## src/rtl/fu_arbiter_if.sv

```systemverilog
// fu_arbiter_if: request/response bundle between four requesters and fu_arbiter.
//   req_valid/req_ready : per-requester handshake, bit i = requester i
//   req_a/req_b         : 32-bit operands, requester i on [32i+31:32i]
//   req_op              : 4-bit opcode, requester i on [4i+3:4i]
//   rsp_valid/rsp_ready : single shared response handshake
//   rsp_id/rsp_data/rsp_err : owner index, result, illegal-opcode flag
// master = requester/consumer side, slave = arbiter side.
interface fu_arbiter_if;
    logic [3:0]   req_valid;
    logic [3:0]   req_ready;
    logic [127:0] req_a;
    logic [127:0] req_b;
    logic [15:0]  req_op;
    logic         rsp_valid;
    logic         rsp_ready;
    logic [1:0]   rsp_id;
    logic [31:0]  rsp_data;
    logic         rsp_err;

    modport master (
        output req_valid, req_a, req_b, req_op, rsp_ready,
        input  req_ready, rsp_valid, rsp_id, rsp_data, rsp_err
    );

    modport slave (
        input  req_valid, req_a, req_b, req_op, rsp_ready,
        output req_ready, rsp_valid, rsp_id, rsp_data, rsp_err
    );
endinterface

```

## src/rtl/fu_arbiter.sv

```systemverilog
// fu_arbiter: time-shares one 32-bit functional unit among four requesters.
// Round-robin grant in IDLE, operation in EXEC (MULT_CYCLES cycles for MULT,
// one cycle otherwise), result held in RESP until the consumer accepts it.
// Ports:
//   clk, rst_n : clock, asynchronous active-low reset
//   bus        : fu_arbiter_if.slave request/response bundle
//   busy       : high whenever the FSM is not IDLE
// Build option: define FU_ARB_OPCHK_EN to send opcodes 9..15 straight to
// RESP with rsp_err=1; otherwise they run a 1-cycle EXEC yielding 0, err=0.
module fu_arbiter #(
    parameter int MULT_CYCLES = 2
) (
    input  logic        clk,
    input  logic        rst_n,
    fu_arbiter_if.slave bus,
    output logic        busy
);
    localparam logic [3:0] OP_ADD = 4'd0, OP_SUB = 4'd1, OP_MULT = 4'd2,
                           OP_SLL = 4'd3, OP_SRL = 4'd4, OP_AND  = 4'd5,
                           OP_OR  = 4'd6, OP_NOT = 4'd7, OP_XOR  = 4'd8;

    typedef enum logic [1:0] {IDLE, EXEC, RESP} state_e;

    state_e      state_q, state_d;
    logic [1:0]  rr_ptr_q, rr_ptr_d;
    logic [1:0]  cnt_q, cnt_d;
    logic [31:0] a_q, a_d, b_q, b_d;
    logic [3:0]  op_q, op_d;
    logic [1:0]  id_q, id_d;
    logic [31:0] data_q, data_d;
    logic        err_q, err_d;

    logic        gnt_vld;
    logic [1:0]  gnt_id, scan_idx;
    logic [3:0]  gnt_op;
    logic [3:0]  ready;
    logic [31:0] fu_res;

    // Round-robin search upward from rr_ptr, 2-bit index wraps 3->0.
    always_comb begin
        gnt_vld  = 1'b0;
        gnt_id   = rr_ptr_q;
        scan_idx = '0;
        for (int i = 0; i < 4; i++) begin
            scan_idx = rr_ptr_q + 2'(i);
            if (!gnt_vld && bus.req_valid[scan_idx]) begin
                gnt_vld = 1'b1;
                gnt_id  = scan_idx;
            end
        end
    end

    assign gnt_op = bus.req_op[4*gnt_id +: 4];

    // Shared datapath. Shifts by >= 32 fall out as 0; illegal opcodes give 0.
    always_comb begin
        fu_res = '0;
        case (op_q)
            OP_ADD:  fu_res = a_q + b_q;
            OP_SUB:  fu_res = a_q - b_q;
            OP_MULT: fu_res = a_q * b_q;
            OP_SLL:  fu_res = a_q << b_q;
            OP_SRL:  fu_res = a_q >> b_q;
            OP_AND:  fu_res = a_q & b_q;
            OP_OR:   fu_res = a_q | b_q;
            OP_NOT:  fu_res = ~a_q;
            OP_XOR:  fu_res = a_q ^ b_q;
            default: fu_res = '0;
        endcase
    end

    always_comb begin
        state_d  = state_q;
        rr_ptr_d = rr_ptr_q;
        cnt_d    = cnt_q;
        a_d      = a_q;
        b_d      = b_q;
        op_d     = op_q;
        id_d     = id_q;
        data_d   = data_q;
        err_d    = err_q;
        ready    = '0;
        case (state_q)
            IDLE: begin
                if (gnt_vld) begin
                    ready    = 4'b0001 << gnt_id;
                    a_d      = bus.req_a[32*gnt_id +: 32];
                    b_d      = bus.req_b[32*gnt_id +: 32];
                    op_d     = gnt_op;
                    id_d     = gnt_id;
                    rr_ptr_d = gnt_id + 2'd1;
                    cnt_d    = '0;
                    err_d    = 1'b0;
                    state_d  = EXEC;
`ifdef FU_ARB_OPCHK_EN
                    if (gnt_op > OP_XOR) begin
                        data_d  = '0;
                        err_d   = 1'b1;
                        state_d = RESP;
                    end
`endif
                end
            end
            EXEC: begin
                if (op_q != OP_MULT || cnt_q == 2'(MULT_CYCLES - 1)) begin
                    data_d  = fu_res;
                    cnt_d   = '0;
                    state_d = RESP;
                end else begin
                    cnt_d = cnt_q + 2'd1;
                end
            end
            RESP: begin
                if (bus.rsp_ready) state_d = IDLE;
            end
            default: state_d = IDLE;
        endcase
    end

    always_ff @(posedge clk or negedge rst_n) begin
        if (!rst_n) begin
            state_q  <= IDLE;
            rr_ptr_q <= '0;
            cnt_q    <= '0;
            a_q      <= '0;
            b_q      <= '0;
            op_q     <= '0;
            id_q     <= '0;
            data_q   <= '0;
            err_q    <= 1'b0;
        end else begin
            state_q  <= state_d;
            rr_ptr_q <= rr_ptr_d;
            cnt_q    <= cnt_d;
            a_q      <= a_d;
            b_q      <= b_d;
            op_q     <= op_d;
            id_q     <= id_d;
            data_q   <= data_d;
            err_q    <= err_d;
        end
    end

    // Grant is combinational from state_q, so mask it while reset is held.
    assign bus.req_ready = rst_n ? ready : 4'b0000;
    assign bus.rsp_valid = (state_q == RESP);
    assign bus.rsp_id    = id_q;
    assign bus.rsp_data  = data_q;
`ifdef FU_ARB_OPCHK_EN
    assign bus.rsp_err   = err_q;
`else
    assign bus.rsp_err   = 1'b0;
`endif
    assign busy          = (state_q != IDLE);
endmodule

```

## src/flat_wrapper.sv

```systemverilog
// flat-port wrapper written by rule: the top's interface ports become plain ports
module fu_arbiter_flat 
#(
    parameter int MULT_CYCLES = 2
)
  (clk, rst_n, busy, bus_req_valid, bus_req_a, bus_req_b, bus_req_op, bus_rsp_ready, bus_req_ready, bus_rsp_valid, bus_rsp_id, bus_rsp_data, bus_rsp_err);
  fu_arbiter_if bus_i ();
  input  logic clk;
  input  logic rst_n;
  output logic busy;
  input wire logic [$bits(bus_i.req_valid)-1:0] bus_req_valid;
  input wire logic [$bits(bus_i.req_a)-1:0] bus_req_a;
  input wire logic [$bits(bus_i.req_b)-1:0] bus_req_b;
  input wire logic [$bits(bus_i.req_op)-1:0] bus_req_op;
  input wire logic [$bits(bus_i.rsp_ready)-1:0] bus_rsp_ready;
  output wire logic [$bits(bus_i.req_ready)-1:0] bus_req_ready;
  output wire logic [$bits(bus_i.rsp_valid)-1:0] bus_rsp_valid;
  output wire logic [$bits(bus_i.rsp_id)-1:0] bus_rsp_id;
  output wire logic [$bits(bus_i.rsp_data)-1:0] bus_rsp_data;
  output wire logic [$bits(bus_i.rsp_err)-1:0] bus_rsp_err;
  assign bus_i.req_valid = bus_req_valid;
  assign bus_i.req_a = bus_req_a;
  assign bus_i.req_b = bus_req_b;
  assign bus_i.req_op = bus_req_op;
  assign bus_i.rsp_ready = bus_rsp_ready;
  assign bus_req_ready = bus_i.req_ready;
  assign bus_rsp_valid = bus_i.rsp_valid;
  assign bus_rsp_id = bus_i.rsp_id;
  assign bus_rsp_data = bus_i.rsp_data;
  assign bus_rsp_err = bus_i.rsp_err;
  fu_arbiter #(.MULT_CYCLES(MULT_CYCLES)) u_core (.clk(clk), .rst_n(rst_n), .bus(bus_i), .busy(busy));
endmodule
```

## config.mk

```make
export PLATFORM = sky130hd
export DESIGN_NAME = fu_arbiter_flat
export DESIGN_NICKNAME = d
export VERILOG_FILES = /design/src/rtl/fu_arbiter_if.sv /design/src/rtl/fu_arbiter.sv /design/src/flat_wrapper.sv
export SDC_FILE = /design/constraint.sdc
export NUM_CORES = 2
export LEC_CHECK = 0
export CAP_MARGIN = 20
export CORE_MARGIN = 2
export CORE_UTILIZATION = 50
export DETAILED_ROUTE_END_ITERATION = 8
export HOLD_SLACK_MARGIN = 0.08
export PLACE_DENSITY_LB_ADDON = 0.2
export SLEW_MARGIN = 15
export SYNTH_ARGS = -nofsm -noshare
export SYNTH_HDL_FRONTEND = slang
export SYNTH_SLANG_ARGS = --single-unit
```

## constraint.sdc

```tcl
create_clock -name clk -period 10.9 [get_ports clk]
set_input_delay 2.725 -clock clk [delete_from_list [all_inputs] [get_ports clk]]
set_output_delay 2.725 -clock clk [all_outputs]
set_load 0.005 [all_outputs]
```

* Word level (Yosys, flattened, before mapping) *
Index checks and enable logic that the tools add are counted.

word-level totals
  register bits = 108
  word-level logic and storage cells = 86
  input bits = 279
  output and inout bits = 41

cells by class
  $lt $le $gt $ge = 4
  muxes and demuxes = 26
  multiply operators = 1
  bitwise logic cells = 4
  reductions and logical operators = 15
  shifts and indexed selects = 6
  equal/unequal tests = 15
  add/sub/neg operators = 7

operators with widths
  kind                                                                  count
  32-bit case mux with 9 select lines                                   1
  128-bit by 8-bit indexed part select with 32-bit output               2
  32-bit adder                                                          1
  32-bit bitwise AND                                                    1
  32-bit by 32-bit multiplier with 32-bit output                        1
  32-bit NOT                                                            1
  32-bit bitwise OR                                                     1
  32-bit by 32-bit << shifter with 32-bit output                        1
  32-bit by 32-bit right shift with 32-bit output                       1
  32-bit subtractor                                                     1
  32-bit XOR                                                            1
  4-bit by 3-bit == test with 1-bit output, second input constant       4
  2-bit two-way mux                                                     8
  16-bit by 5-bit indexed part select with 4-bit output                 1
  2-bit by 3-bit < comparator with 1-bit output, second input constant  4
  4-bit two-way mux                                                     3
  1-bit binary-select mux with 2-bit select                             4
  4-bit by 2-bit == test with 1-bit output, second input constant       2
  1-bit two-way mux                                                     8
  2-bit by 1-bit adder with 2-bit output, second input constant         3
  2-bit case mux with 3 select lines                                    1
  2-bit AND reduction                                                   3
  2-bit adder, second input constant                                    2
  2-bit by 1-bit == test with 1-bit output, second input constant       2
  15 further kinds                                                      21

* Longest topological paths before layout *
  depth after elaboration = 16
  depth in mapped cells = 29
  depth with buffers taken out = 26

* Least setup slack after synthesis *
Ideal clock, no wire load.

  path type = flip-flop to flip-flop
  from = reg u_core.b_q[2]
  to = reg u_core.data_q[28], in the netlist u_core.bus.rsp_data[28]
  cell stages (with the launch flop) = 29
  path buffers = 4
  arrival = 7.876 ns
  clock period less this slack = 7.992 ns
  required time = 10.784 ns
  library setup time = 0.116 ns
  path slack = 2.908 ns
  cells stage by stage = dfrtp_1 clkbuf_1 inv_2 buf_1 clkbuf_1 buf_1 nor2_1 fa_1 inv_1 fa_1 fa_1 fa_1 inv_1 fa_1 inv_1 fa_1 inv_1 fa_1 fa_1 ha_1 a21oi_1 o21ai_0 o221ai_1 nand2b_1 o41ai_1 o2111ai_1 a21oi_1 xor2_1 o311ai_0

between the ends
  word-level cells in the longest chain between the ends = 2
  elaborated cells between the ends (all ways) = 6
  those cells by class = 2 x add/sub; 1 x mul; 2 x shift; 1 x mux

RTL lines
  element                                                                 line               text
  start: declaration                                                      fu_arbiter.sv:27   logic [31:0] a_q, a_d, b_q, b_d;
  start signal: assignment                                                fu_arbiter.sv:126  b_q <= '0;
  start signal: assignment                                                fu_arbiter.sv:136  b_q <= b_d;
  32-bit by 32-bit multiplier with 32-bit output (tied with other cells)  fu_arbiter.sv:61   OP_MULT: fu_res = a_q * b_q;
  32-bit case mux with 9 select lines (*)                                 fu_arbiter.sv:58   case (op_q)
  end signal: assignment                                                  fu_arbiter.sv:139  data_q <= data_d;
  end: declaration                                                        fu_arbiter.sv:30   logic [31:0] data_q, data_d;

Mark *: on every way between the ends. The rest lies on a longest branch, timed or not.
A chain may end at the register's enable or synchronous reset.

* Worst setup path in the final report *
  from = reg u_core.b_q[6]
  to = reg u_core.data_q[28], in the netlist u_core.bus.rsp_data[28]

Same word-level chain as after synthesis.

==> qor.txt <==
outcome - finished with violations
failing checks - design-rule violations
commonest cells after routing, fill and taps aside - 449 x sky130_fd_sc_hd__nor2_1, 447 x sky130_fd_sc_hd__inv_1, 409 x sky130_fd_sc_hd__fa_1, 388 x sky130_fd_sc_hd__nand2_1, 317 x sky130_fd_sc_hd__clkdlybuf4s50_1
synthesized area per cell - 8.707 sq um
cell area after placement - 32420 sq um
prevailing post-synth register cell - sky130_fd_sc_hd__dfrtp_1
area taken by multi-input logic gates - 23230 sq um
total nets after synthesis - 4193
pin count of the biggest net entering global routing - 75
clk sinks - 108
vias in the first global route - 28310
average wire per standard cell - 29.61 um
crit path time final - 8.697 ns
number of antenna violations at the first check in global routing - 9
terminating pin of the worst hold path - u_core.bus.rsp_data[11]
cell with the biggest individual delay on the critical path - sky130_fd_sc_hd__inv_1
Post-CTS Hold Fix Bufs - 0
overflow left after global routing - 0
Worst Reg2Reg Path Length in Cells - 25
chip height - 243.0 um
delay of the slowest critical-path stage - 0.81 ns
half-perimeter wire length of the detailed placement result - 95480 um
TritonCTS clock tree - built
number of post-CTS setup repair buffers - 0
total vias in the final route - 27472
H-Tree Depth - 3
internal reg-to-reg setup slack - 2.20 ns
total of flip-flops plus latches after synthesis - 108
area grow syn2layout - 14.59%
Hold Crit Class - reg -> reg
count of cells resized by post-cts repair - 0
startpoint of the worst-slack reg-to-reg timing path - u_core.b_q[6]
FF/Latch Area - 2713 sq um
count of flip-flops with a built-in enable after synthesis - 0
worst setup path category - reg -> reg
setup repair after global routing missed its margin - no
global-route wire length before repair - 185800 um
share of cells above drive strength 1 - 0.07737
area enclosed by the die boundary - 59070 sq um
area inside the core boundary - 56390 sq um
Slew Limit Headroom - 0.2771
CP Launch Type - flop
Yosys Warn Count - 0
most frequent standard cell in the layout excluding fill and tap cells - sky130_fd_sc_hd__nor2_1
filler cell count in the final layout - 5189
final count of pins violating max slew - 0
count of mapped cells out of synthesis - 3281
crit end category - flop
final standard cell area without fillers - 32740 sq um
sum of routed wire length over all layers - 125100 um
Worst path top cell family by delay - adder cells
setup TNS after final layout - 0 ns
CP Data Required Time - 11.15 ns
Initial Util - 0.5067
cell depth of the worst hold path - 2
number of search-and-repair iterations in the first detailed-routing pass - 9
ANT nets after route - 0
standard-cell rows - 87
root buffer cell - sky130_fd_sc_hd__clkbuf_16
clock-pin slew on the worst setup and hold paths - 0.10 ns
drt initial violations - 3201
Clock Latency Late Sink - 0.43 ns
final worst clock skew - 0.03124 ns
critical-path maximum fanout - 24
CP arrival - 8.95 ns
post-synth cell types - 84
worst hold start - u_core.bus.rsp_data[11]
Clock Tree Buf Depth - 2
count of final hold-check violations - 0
drt drc - 1
total of max-cap violations - 0
count of pins on the block boundary - 320
buffers added on ports - 318
total setup violations reported at the end of the flow - 0
Final Cycle Share - 0.7979
Worst Path Buf+Inv - 6
Die Wd - 243.0 um
sequential share of the synthesized area - 0.09460
Final #Nets - 4371
pin slew with the least headroom to its limit - 1.083 ns
post-detailed-route via-to-cell ratio - 6.502
Fmax - 115.0 MHz
placer congestion estimate - 1.036
all-layer global routing usage - 0.4266
post-synthesis cell area - 28570 sq um
most prevalent standard cell on the critical path - sky130_fd_sc_hd__fa_1
end of the worst register-to-register path - u_core.bus.rsp_data[28]
Final Core Density - 0.5806
async set-reset flop share out of synthesis - 1.000
number of clock buffers inserted by TritonCTS - 9
sequential cells by signal, summed over array words and instances (netlist names):
signal,count
u_core.a_q,32
u_core.b_q,32
u_core.bus.rsp_data,32
u_core.op_q,4
u_core.bus.rsp_id,2
u_core.cnt_q,2
u_core.rr_ptr_q,2
u_core.state_q,2
metal layers:
| layer | GRT usage | share of wire | routed length (um) | up-vias |
|---|---|---|---|---|
| met4 | 0.2034 | 0.059 | 7391 | 6 |
| met5 | 0 | 0.00031 | 39 | - |
| li1 | - | - | - | 11181 |
| met1 | 0.5529 | 0.37 | 45690 | 13695 |
| met3 | 0.1515 | 0.14 | 17640 | 455 |
| met2 | 0.6376 | 0.43 | 54350 | 2135 |
synthesized netlist by cell type (all sizes together) (6+ instances only):
cell type / instances / area share
o22ai: 14 / 0.0031
nor2b: 7 / 0.0015
clkbuf: 152 / 0.020
dfrtp: 108 / 0.095
nand2b: 16 / 0.0035
a21o: 22 / 0.0058
nand4: 10 / 0.0022
o21ai: 174 / 0.031
a22o: 20 / 0.0061
a222oi: 14 / 0.0049
nand2: 389 / 0.051
and3: 11 / 0.0024
ha: 224 / 0.098
nand3: 24 / 0.0046
a211oi: 26 / 0.0068
nor4: 7 / 0.0018
o41ai: 6 / 0.0018
o21a: 8 / 0.0021
a31oi: 23 / 0.0050
or4: 7 / 0.0022
o21bai: 6 / 0.0016
a21oi: 104 / 0.018
nor3: 33 / 0.0062
nor2: 453 / 0.060
xnor2: 99 / 0.031
clkinv: 17 / 0.0022
o221ai: 12 / 0.0037
inv: 449 / 0.059
buf: 79 / 0.013
fa: 409 / 0.29
mux2: 6 / 0.0024
mux2i: 60 / 0.021
a221oi: 15 / 0.0048
o31ai: 9 / 0.0024
a22oi: 30 / 0.0081
and2: 8 / 0.0018
xor2: 31 / 0.0095
o211ai: 9 / 0.0024
or3: 12 / 0.0026
mux4: 125 / 0.099
area by class of cell:
type | count | share of cell area
Sequential cell | 108 | 0.08286
Tap cell | 756 | 0.02889
Antenna cell | 5 | 0.0003822
Timing Repair Buffer | 398 | 0.1155
Clock inverter | 6 | 0.001911
Multi-Input combinational cell | 2476 | 0.7097
Inverter | 466 | 0.05343
Clock buffer | 10 | 0.007300
worst reg2reg max path, cell delays in order, from the launching register on:
cell and delay (ns):
sky130_fd_sc_hd__dfrtp_1 0.56, sky130_fd_sc_hd__inv_1 0.81, sky130_fd_sc_hd__nor2_1 0.19, sky130_fd_sc_hd__fa_1 0.57, sky130_fd_sc_hd__fa_1 0.44, sky130_fd_sc_hd__fa_1 0.51
sky130_fd_sc_hd__inv_1 0.05, sky130_fd_sc_hd__fa_1 0.47, sky130_fd_sc_hd__inv_1 0.05, sky130_fd_sc_hd__fa_1 0.52, sky130_fd_sc_hd__inv_1 0.06, sky130_fd_sc_hd__fa_1 0.53
sky130_fd_sc_hd__inv_1 0.05, sky130_fd_sc_hd__fa_1 0.49, sky130_fd_sc_hd__fa_1 0.42, sky130_fd_sc_hd__ha_1 0.35, sky130_fd_sc_hd__a21oi_1 0.30, sky130_fd_sc_hd__o21ai_0 0.16
sky130_fd_sc_hd__o221ai_1 0.21, sky130_fd_sc_hd__nand2b_1 0.11, sky130_fd_sc_hd__o41ai_1 0.30, sky130_fd_sc_hd__buf_4 0.21, sky130_fd_sc_hd__o2111ai_1 0.30, sky130_fd_sc_hd__a21oi_1 0.27
sky130_fd_sc_hd__xor2_1 0.40, sky130_fd_sc_hd__o311ai_0 0.19
through the flow:
step | cells | hold WS (ns) | setup slack [ns]
finish | 4225 | 0.4986 | 2.203
global route | 4222 | 0.5291 | 1.926
CTS | 4220 | 0.5053 | 2.427
detailed placement | 4204 | 0.4784 | 2.476
global placement | 4204 | 0.4711 | 2.552
floorplan | 3281 | 0.4630 | 2.908
cells by family (layout without fill, tap and decap cells):
logic type / Yosys count / in the layout / synth area share
AO/OA/AOI/OAI: 530 / 530 / 0.1198
XOR/XNOR: 131 / 131 / 0.04091
adder cells (fa/ha/maj): 633 / 633 / 0.3847
buffers and inverters: 697 / 880 / 0.09403
flip-flops: 108 / 108 / 0.09460
multiplexers: 191 / 191 / 0.1219
other: 1 / 6 / 0.0001313
AND/OR/NAND/NOR: 990 / 990 / 0.1439
worst max-delay path by stage:
stage / cells past startpoint / slack [ns] / from / to
6_report: 25 / 2.20 / u_core.b_q[6] / u_core.bus.rsp_data[28]
5_1_grt: 25 / 1.93 / u_core.b_q[6] / u_core.bus.rsp_data[28]
4_1_cts: 25 / 2.43 / u_core.b_q[7] / u_core.bus.rsp_data[28]
3_5_place_dp: 25 / 2.48 / u_core.b_q[7] / u_core.bus.rsp_data[28]
3_3_place_gp: 24 / 2.55 / u_core.a_q[7] / u_core.bus.rsp_data[28]
2_1_floorplan: 28 / 2.91 / u_core.b_q[2] / u_core.bus.rsp_data[28]
Power is not shown: default switching activity piles up to over one toggle a cycle in this logic, so the estimate is an artifact.
